File: src/rtl/product_bcd_converter.sv
// Sequential double-dabble converter: binary PRODUCT to packed BCD digits.
// One add-3/shift step per clock. A conversion starts on a rising edge of START.
//   CLK   : rising-edge clock
//   RESET : synchronous active-high reset
//   START : conversion request level; its rising edge is detected internally
//   BIN   : binary value, sampled only when a request is accepted
//   BUSY  : high while a conversion is running
//   VALID : one-cycle pulse when BCD/BLANK are updated
//   BCD   : packed BCD result, ones digit in [3:0]; held between conversions
//   BLANK : leading-zero flags per digit; bit 0 is always 0
module product_bcd_converter #(
  parameter int unsigned PW = 8,
  parameter int unsigned ND = 3,
  parameter int unsigned CW = 4
) (
  input  logic            CLK,
  input  logic            RESET,
  input  logic            START,
  input  logic [PW-1:0]   BIN,
  output logic            BUSY,
  output logic            VALID,
  output logic [4*ND-1:0] BCD,
  output logic [ND-1:0]   BLANK
);

  localparam int unsigned BW = 4 * ND;
  // Every digit except the ones digit is blanked after reset.
  localparam logic [ND-1:0] BLANK_RST = ~ND'(1);

  typedef enum logic {
    IDLE = 1'b0,
    CONV = 1'b1
  } state_t;

  state_t          state_q, state_d;
  logic            start_q, start_d;
  logic [CW-1:0]   cnt_q, cnt_d;
  logic [PW-1:0]   shift_q, shift_d;
  logic [BW-1:0]   scratch_q, scratch_d;
  logic [BW-1:0]   bcd_q, bcd_d;
  logic [ND-1:0]   blank_q, blank_d;
  logic            busy_q, busy_d;
  logic            valid_q, valid_d;

  logic            start_req_c;
  logic [BW-1:0]   adj_c;
  logic [BW-1:0]   scratch_sh_c;
  logic [PW-1:0]   shift_sh_c;
  logic [ND-1:0]   blank_calc_c;
  logic            any_nz_c;

  assign start_req_c = START & ~start_q;

  // Next-state, datapath step and output computation.
  always_comb begin
    state_d      = state_q;
    start_d      = START;
    cnt_d        = cnt_q;
    shift_d      = shift_q;
    scratch_d    = scratch_q;
    bcd_d        = bcd_q;
    blank_d      = blank_q;
    busy_d       = busy_q;
    valid_d      = 1'b0;
    adj_c        = scratch_q;
    blank_calc_c = '0;
    any_nz_c     = 1'b0;

    // Add 3 to every digit >= 5 so the following shift carries correctly.
    for (int i = 0; i < int'(ND); i++) begin
      if (scratch_q[4*i +: 4] >= 4'd5) begin
        adj_c[4*i +: 4] = scratch_q[4*i +: 4] + 4'd3;
      end
    end
    {scratch_sh_c, shift_sh_c} = {adj_c, shift_q} << 1;

    // A digit is blanked only if it and every digit above it are zero.
    for (int i = int'(ND) - 1; i >= 1; i--) begin
      any_nz_c        = any_nz_c | (scratch_sh_c[4*i +: 4] != 4'd0);
      blank_calc_c[i] = ~any_nz_c;
    end

    unique case (state_q)
      IDLE: begin
        if (start_req_c) begin
          shift_d   = BIN;
          scratch_d = '0;
          cnt_d     = '0;
          busy_d    = 1'b1;
          state_d   = CONV;
        end
      end
      CONV: begin
        scratch_d = scratch_sh_c;
        shift_d   = shift_sh_c;
        cnt_d     = cnt_q + CW'(1);
        if (cnt_q == CW'(PW - 1)) begin
          bcd_d   = scratch_sh_c;
          blank_d = blank_calc_c;
          valid_d = 1'b1;
          busy_d  = 1'b0;
          state_d = IDLE;
        end
      end
      default: state_d = IDLE;
    endcase
  end

  // State and output registers.
  always_ff @(posedge CLK) begin
    if (RESET) begin
      state_q   <= IDLE;
      start_q   <= 1'b0;
      cnt_q     <= '0;
      shift_q   <= '0;
      scratch_q <= '0;
      bcd_q     <= '0;
      blank_q   <= BLANK_RST;
      busy_q    <= 1'b0;
      valid_q   <= 1'b0;
    end else begin
      state_q   <= state_d;
      start_q   <= start_d;
      cnt_q     <= cnt_d;
      shift_q   <= shift_d;
      scratch_q <= scratch_d;
      bcd_q     <= bcd_d;
      blank_q   <= blank_d;
      busy_q    <= busy_d;
      valid_q   <= valid_d;
    end
  end

  assign BUSY  = busy_q;
  assign VALID = valid_q;
  assign BCD   = bcd_q;
  assign BLANK = blank_q;

endmodule

File: config.mk
export PLATFORM = sky130hd
export DESIGN_NAME = product_bcd_converter
export DESIGN_NICKNAME = d
export VERILOG_FILES = /design/src/rtl/product_bcd_converter.sv
export SDC_FILE = /design/constraint.sdc
export NUM_CORES = 1
export LEC_CHECK = 0
export CORE_ASPECT_RATIO = 1.4
export CORE_MARGIN = 4
export CORE_UTILIZATION = 47
export DETAILED_ROUTE_END_ITERATION = 7
export GPL_TIMING_DRIVEN = 0
export PLACE_DENSITY = 0.75
export SLEW_MARGIN = 20
export SYNTH_ARGS = -nofsm -noshare
export SYNTH_HDL_FRONTEND = slang
export SYNTH_SLANG_ARGS = --single-unit
export TNS_END_PERCENT = 10
File: constraint.sdc
create_clock -name CLK -period 3.39 [get_ports CLK]
set_input_delay 0.678 -clock CLK [delete_from_list [all_inputs] [get_ports CLK]]
set_output_delay 0.678 -clock CLK [all_outputs]
set_load 0.005 [all_outputs]
== Word-level counts from Yosys, hierarchy flattened ==
Index checks and enable logic that the tools add are counted.

* Bits in registers: 42
* Bits of input ports: 11
* Output and inout bits: 17
* Logic and storage cells: 46

* Add/sub/neg operators: 4
* Order comparisons: 3
* Equality and inequality tests: 3
* Muxes and demuxes: 16
* Bitwise logic cells: 6
* Reductions and logical operators: 5

{| class="wikitable"
|+ Operator list
! cell !! number
|-
| one-hot mux 12 bit (2 select lines) || 1
|-
| one-hot mux 8 bit (2 select lines) || 1
|-
| >= comparator 4 x 3 -> 1 bit (second input constant) || 3
|-
| 2-to-1 mux 12 bit || 1
|-
| 2-to-1 mux 4 bit || 3
|-
| adder 4 x 2 -> 4 bit (second input constant) || 2
|-
| 2-to-1 mux 8 bit || 1
|-
| one-hot mux 4 bit (2 select lines) || 1
|-
| nonzero test 4 bit || 2
|-
| 2-to-1 mux 1 bit || 5
|-
| adder 4 x 1 -> 4 bit (second input constant) || 1
|-
| == test 4 x 3 -> 1 bit (second input constant) || 1
|-
| inverter 1 bit || 4
|-
| one-hot mux 1 bit (2 select lines) || 2
|-
| AND reduction 2 bit || 2
|-
| adder 3 x 2 -> 3 bit (second input constant) || 1
|-
| 2-to-1 mux 3 bit || 1
|-
| != test 2 x 1 -> 1 bit (second input constant) || 1
|-
| != test 2 bit (second input constant) || 1
|-
| OR reduction 2 bit || 1
|-
| bitwise AND 1 bit || 1
|-
| OR 1 bit || 1
|}

== Depth between registers and ports, before layout ==
* Word-level depth: 5
* Depth in mapped cells: 7
* Gate-level depth less buffers: 7

== Worst setup path before layout ==
No wires, ideal clock.

* Path kind: flip-flop to flip-flop
* From: register scratch_q[8]
* To: register blank_q[1] (netlist: BLANK[1])
* Setup time: 67 ps
* Arrival time: 1,545 ps
* Data required time: 3,323 ps
* Path slack: 1,777 ps
* Stages on the path, launching flop included: 8
* Path buffers: 0
* Period minus slack after synthesis: 1,613 ps
* Path through: dfxtp_1 -> inv_1 -> ha_1 -> nand2b_1 -> a21oi_4 -> nand3b_1 -> a2111o_1 -> o21ai_2

* Word-level cells in the longest chain between the ends: 5
* Elaborated cells on any way between the ends: 6
* Classes of those cells: 1 x add/sub; 1 x order compare; 1 x mux; 2 x bitwise; 1 x reduce/logical

{| class="wikitable"
|+ RTL lines
! element !! line !! text
|-
| start: declaration || 39 || <nowiki>logic [BW-1:0] scratch_q, scratch_d;</nowiki>
|-
| start signal: assignment || 126 || <nowiki>scratch_q <= scratch_d;</nowiki>
|-
| >= comparator 4 x 3 -> 1 bit or adder 3 x 2 -> 3 bit (tied branches) || 71, 72 ||
|-
| 2-to-1 mux 3 bit (*) || 71 || <nowiki>if (scratch_q[4*i +: 4] >= 4'd5) begin</nowiki>
|-
| nonzero test 4 bit (*) || 79 || <nowiki>any_nz_c = any_nz_c | (scratch_sh_c[4*i +: 4] != 4'd0);</nowiki>
|-
| OR 1 bit (*) || 79 ||
|-
| inverter 1 bit (*) || 80 || <nowiki>blank_calc_c[i] = ~any_nz_c;</nowiki>
|-
| end signal: assignment || 128 || <nowiki>blank_q <= blank_d;</nowiki>
|-
| end: declaration || 41 || <nowiki>logic [ND-1:0] blank_q, blank_d;</nowiki>
|}

Mark *: on every way between the ends. The rest lies on a longest branch, timed or not.
A chain may end at the register's enable or synchronous reset.

== Final worst setup path ==
* From: register bcd_q[4] (netlist: BCD[4])
* To: output BCD[4]

{| class="wikitable"
|+ RTL lines
! element !! line !! text
|-
| start: declaration || 40 || <nowiki>logic [BW-1:0] bcd_q, bcd_d;</nowiki>
|-
| start signal: assignment || 117 || <nowiki>bcd_q <= '0;</nowiki>
|-
| start signal: assignment || 127 || <nowiki>bcd_q <= bcd_d;</nowiki>
|-
| end: declaration || 22 || <nowiki>output logic [4*ND-1:0] BCD,</nowiki>
|}

No word-level cell between the ends.

==> flow_metrics.tcl <==
set metrics [dict create \
    fin_setup_tns_ps 0 \
    netlist_instances 243 \
    root_buffer "clkbuf_8" \
    ant_nets 0 \
    start_kind "register" \
    die_w_um 62.5 \
    synth_commonest_cells "47 x nor2_1, 42 x dfxtp_1, 33 x nand2_1, 32 x a21oi_1, 13 x mux2i_1" \
    cts_hold_buf 0 \
    crit_slowest_cell "clkdlybuf4s50_1" \
    worstSkewPairLatency_ps 300 \
    r2r_cells 7 \
    p_leak_nw 0.943 \
    min_period_ps 1820 \
    start_util_pct 49.0 \
    firstDrtPassIters 4 \
    row_count 27 \
    grt_setup_unrepaired "no" \
    whs_endpoint "BCD[9]$_SDFFE_PP0P_" \
    worstHoldPathCells 2 \
    nets 293 \
    area_growth_pct 21.3 \
    peakVddDrop_v 0.000269 \
    yosysWarnings 0 \
    drv_slew 0 \
    worstPathRequired_ps 2710 \
    crit_chain "clkdlybuf4s50_1" \
    synth_top_area_share_pct 43.0 \
    slew_headroom_pct 65.1 \
    fin_ws_ps 1570 \
    grt_pass1_wl_um 7160 \
    io_pins 28 \
    postSynthAreaPerCell_um2 8.04 \
    crit_path_end_kind "output port" \
    wl_um 4300 \
    io_buffers 25 \
    grt_pass1_vias 1587 \
    drt_iter0_markers 75 \
    tightest_slew_ps 523 \
    grt_overflow 0 \
    yosysTopAreaCell "dfxtp_1" \
    r2r_end "BLANK[1]$_SDFFE_PP1P_" \
    critPathTopFamily "buffers and inverters" \
    crit_type "reg2out" \
    fin_skew_ps 7.98 \
    synth_fp_nets 261 \
    cts_resized 0 \
    synth_ff_type "dfxtp_1" \
    finalCritPeriodShare_pct 53.8 \
    vias 1704 \
    cts_tree "yes" \
    powerDensity_nw_per_um2 420 \
    grt_use_total_pct 17.1 \
    hp-class "reg2reg" \
    synth.distinct_cells 34 \
    hp-start "BCD[9]$_SDFFE_PP0P_" \
    dp_hpwl_um 3000 \
    cts_buffers 5 \
    fmax_mhz 548 \
    status "finished clean" \
    drc 0 \
    place_ws_ps 1250 \
    synth.most_common_cell "nor2_1" \
    r2r_start "scratch_q[8]$_SDFFE_PP0P_" \
    cts_buffer_depth 2 \
    path_clk_slew_ps 80 \
    cts_setup_buffers 0 \
    synth_area_leaders "dfxtp_1 43%, nor2_1 9.0%, a21oi_1 8.2%, mux2i_1 6.7%, nand2_1 6.3%" \
    die_h_um 84.3 \
    hold_viol_final 0 \
    fp.coreArea_um2 3990 \
    grt_max_degree 13 \
    path_buf_inv 1 \
    yosysSeqAreaShare_pct 43.0 \
    synth-seq-cells 42 \
    rrSetupSlack_ps 1600 \
    via_per_inst 5.36 \
    worstPathArrival_ps 1150 \
    gp_congestion 0.797 \
    synth-edff-count 0 \
    cts_max_level 2 \
    drive_gt1_share_pct 7.27 \
    n_antenna_cell 0 \
    cts_sinks 42 \
    async_reset_ff_share_pct 0 \
    cap_violations 0 \
    slowest_delay_ps 500 \
    wire_per_inst_um 13.5 \
    synth_area_um2 1950 \
    die-area_um2 5270 \
    setup_viol 0 \
    antenna_found_initial 0 \
    path_max_fanout 2 \
]
[sequential cells by signal, summed over array words and instances (netlist names)]
| register | count |
|---|---|
| shift_q | 8 |
| start_q | 1 |
| BLANK | 2 |
| state_q | 1 |
| BUSY | 1 |
| scratch_q | 12 |
| cnt_q | 4 |
| BCD | 12 |
| VALID | 1 |
[layer usage]
metal,vias to the layer above,share of wire (%),global-route usage [%]
met5,-,0,0
met4,0,2.2,8.84
met3,11,4.6,4.42
met2,43,50,29.2
met1,781,43,19.4
li1,869,-,-
[how the worst max path moves through the flow]
stage	startpoint	endpoint	slack, ps	cells past startpoint
final	BCD[4]$_SDFFE_PP0P_	BCD[4]	1570	1
after global routing	START	cnt_q[1]$_SDFFE_PP0P_	1470	8
after CTS	BCD[4]$_SDFFE_PP0P_	BCD[4]	1550	1
after detailed placement	START	shift_q[0]$_SDFFE_PP0P_	1250	6
after global placement	START	shift_q[0]$_SDFFE_PP0P_	1260	6
after floorplan	scratch_q[8]$_SDFFE_PP0P_	BLANK[1]$_SDFFE_PP1P_	1780	7
[cell usage in the layout (no fill, tap or decap), types with 4 or more instances in the layout]
master,n
mux2i_1,13
clkbuf_1,8
a21oi_1,32
clkdlybuf4s50_1,25
inv_1,6
nor3b_1,4
nand2b_1,7
nor3_1,4
nand3_1,4
nand2_1,33
dfxtp_1,42
buf_2,5
nor2_1,47
ha_1,7
clkbuf_8,6
[per-stage QoR]
step	hold WS (ps)	utilization, %	std cells	cell area, um^2	total power, mW
after global placement	443	56.6	311	2260	0.597
after detailed placement	447	56.6	311	2260	0.599
after floorplan	445	-	243	1950	0.570
final	456	59.4	318	2370	0.996
after global routing	488	59.4	318	2370	1.03
after CTS	459	59.4	318	2370	1.00
[layout make-up]
| cell class | count | area, um^2 |
|---|---|---|
| flip-flops and latches | 42 | 841 |
| clock buffers | 6 | 82.6 |
| repair buffers | 25 | 250 |
| fillers | 381 | 1620 |
| inverters | 6 | 22.5 |
| clock inverters | 1 | 30.0 |
| plain buffers | 16 | 73.8 |
| well taps | 43 | 53.8 |
| multi-input cells | 179 | 1020 |
[cell families after synthesis]
logic type	after synthesis	synth area share (%)
AO/OA/AOI/OAI	48	14.7
XOR/XNOR	3	1.35
adder cells (fa/ha/maj)	7	4.48
buffers and inverters	22	4.93
flip-flops	42	43.0
multiplexers	14	7.24
other	1	0.192
AND/OR/NAND/NOR	106	24.0
[where the power goes]
group,total [mW],switching (mW),internal [mW]
Clock,0.409,0.174,0.236
Combinational,0.0774,0.0448,0.0325
Sequential,0.510,0.00660,0.503
(Power assumes the default switching activity.)
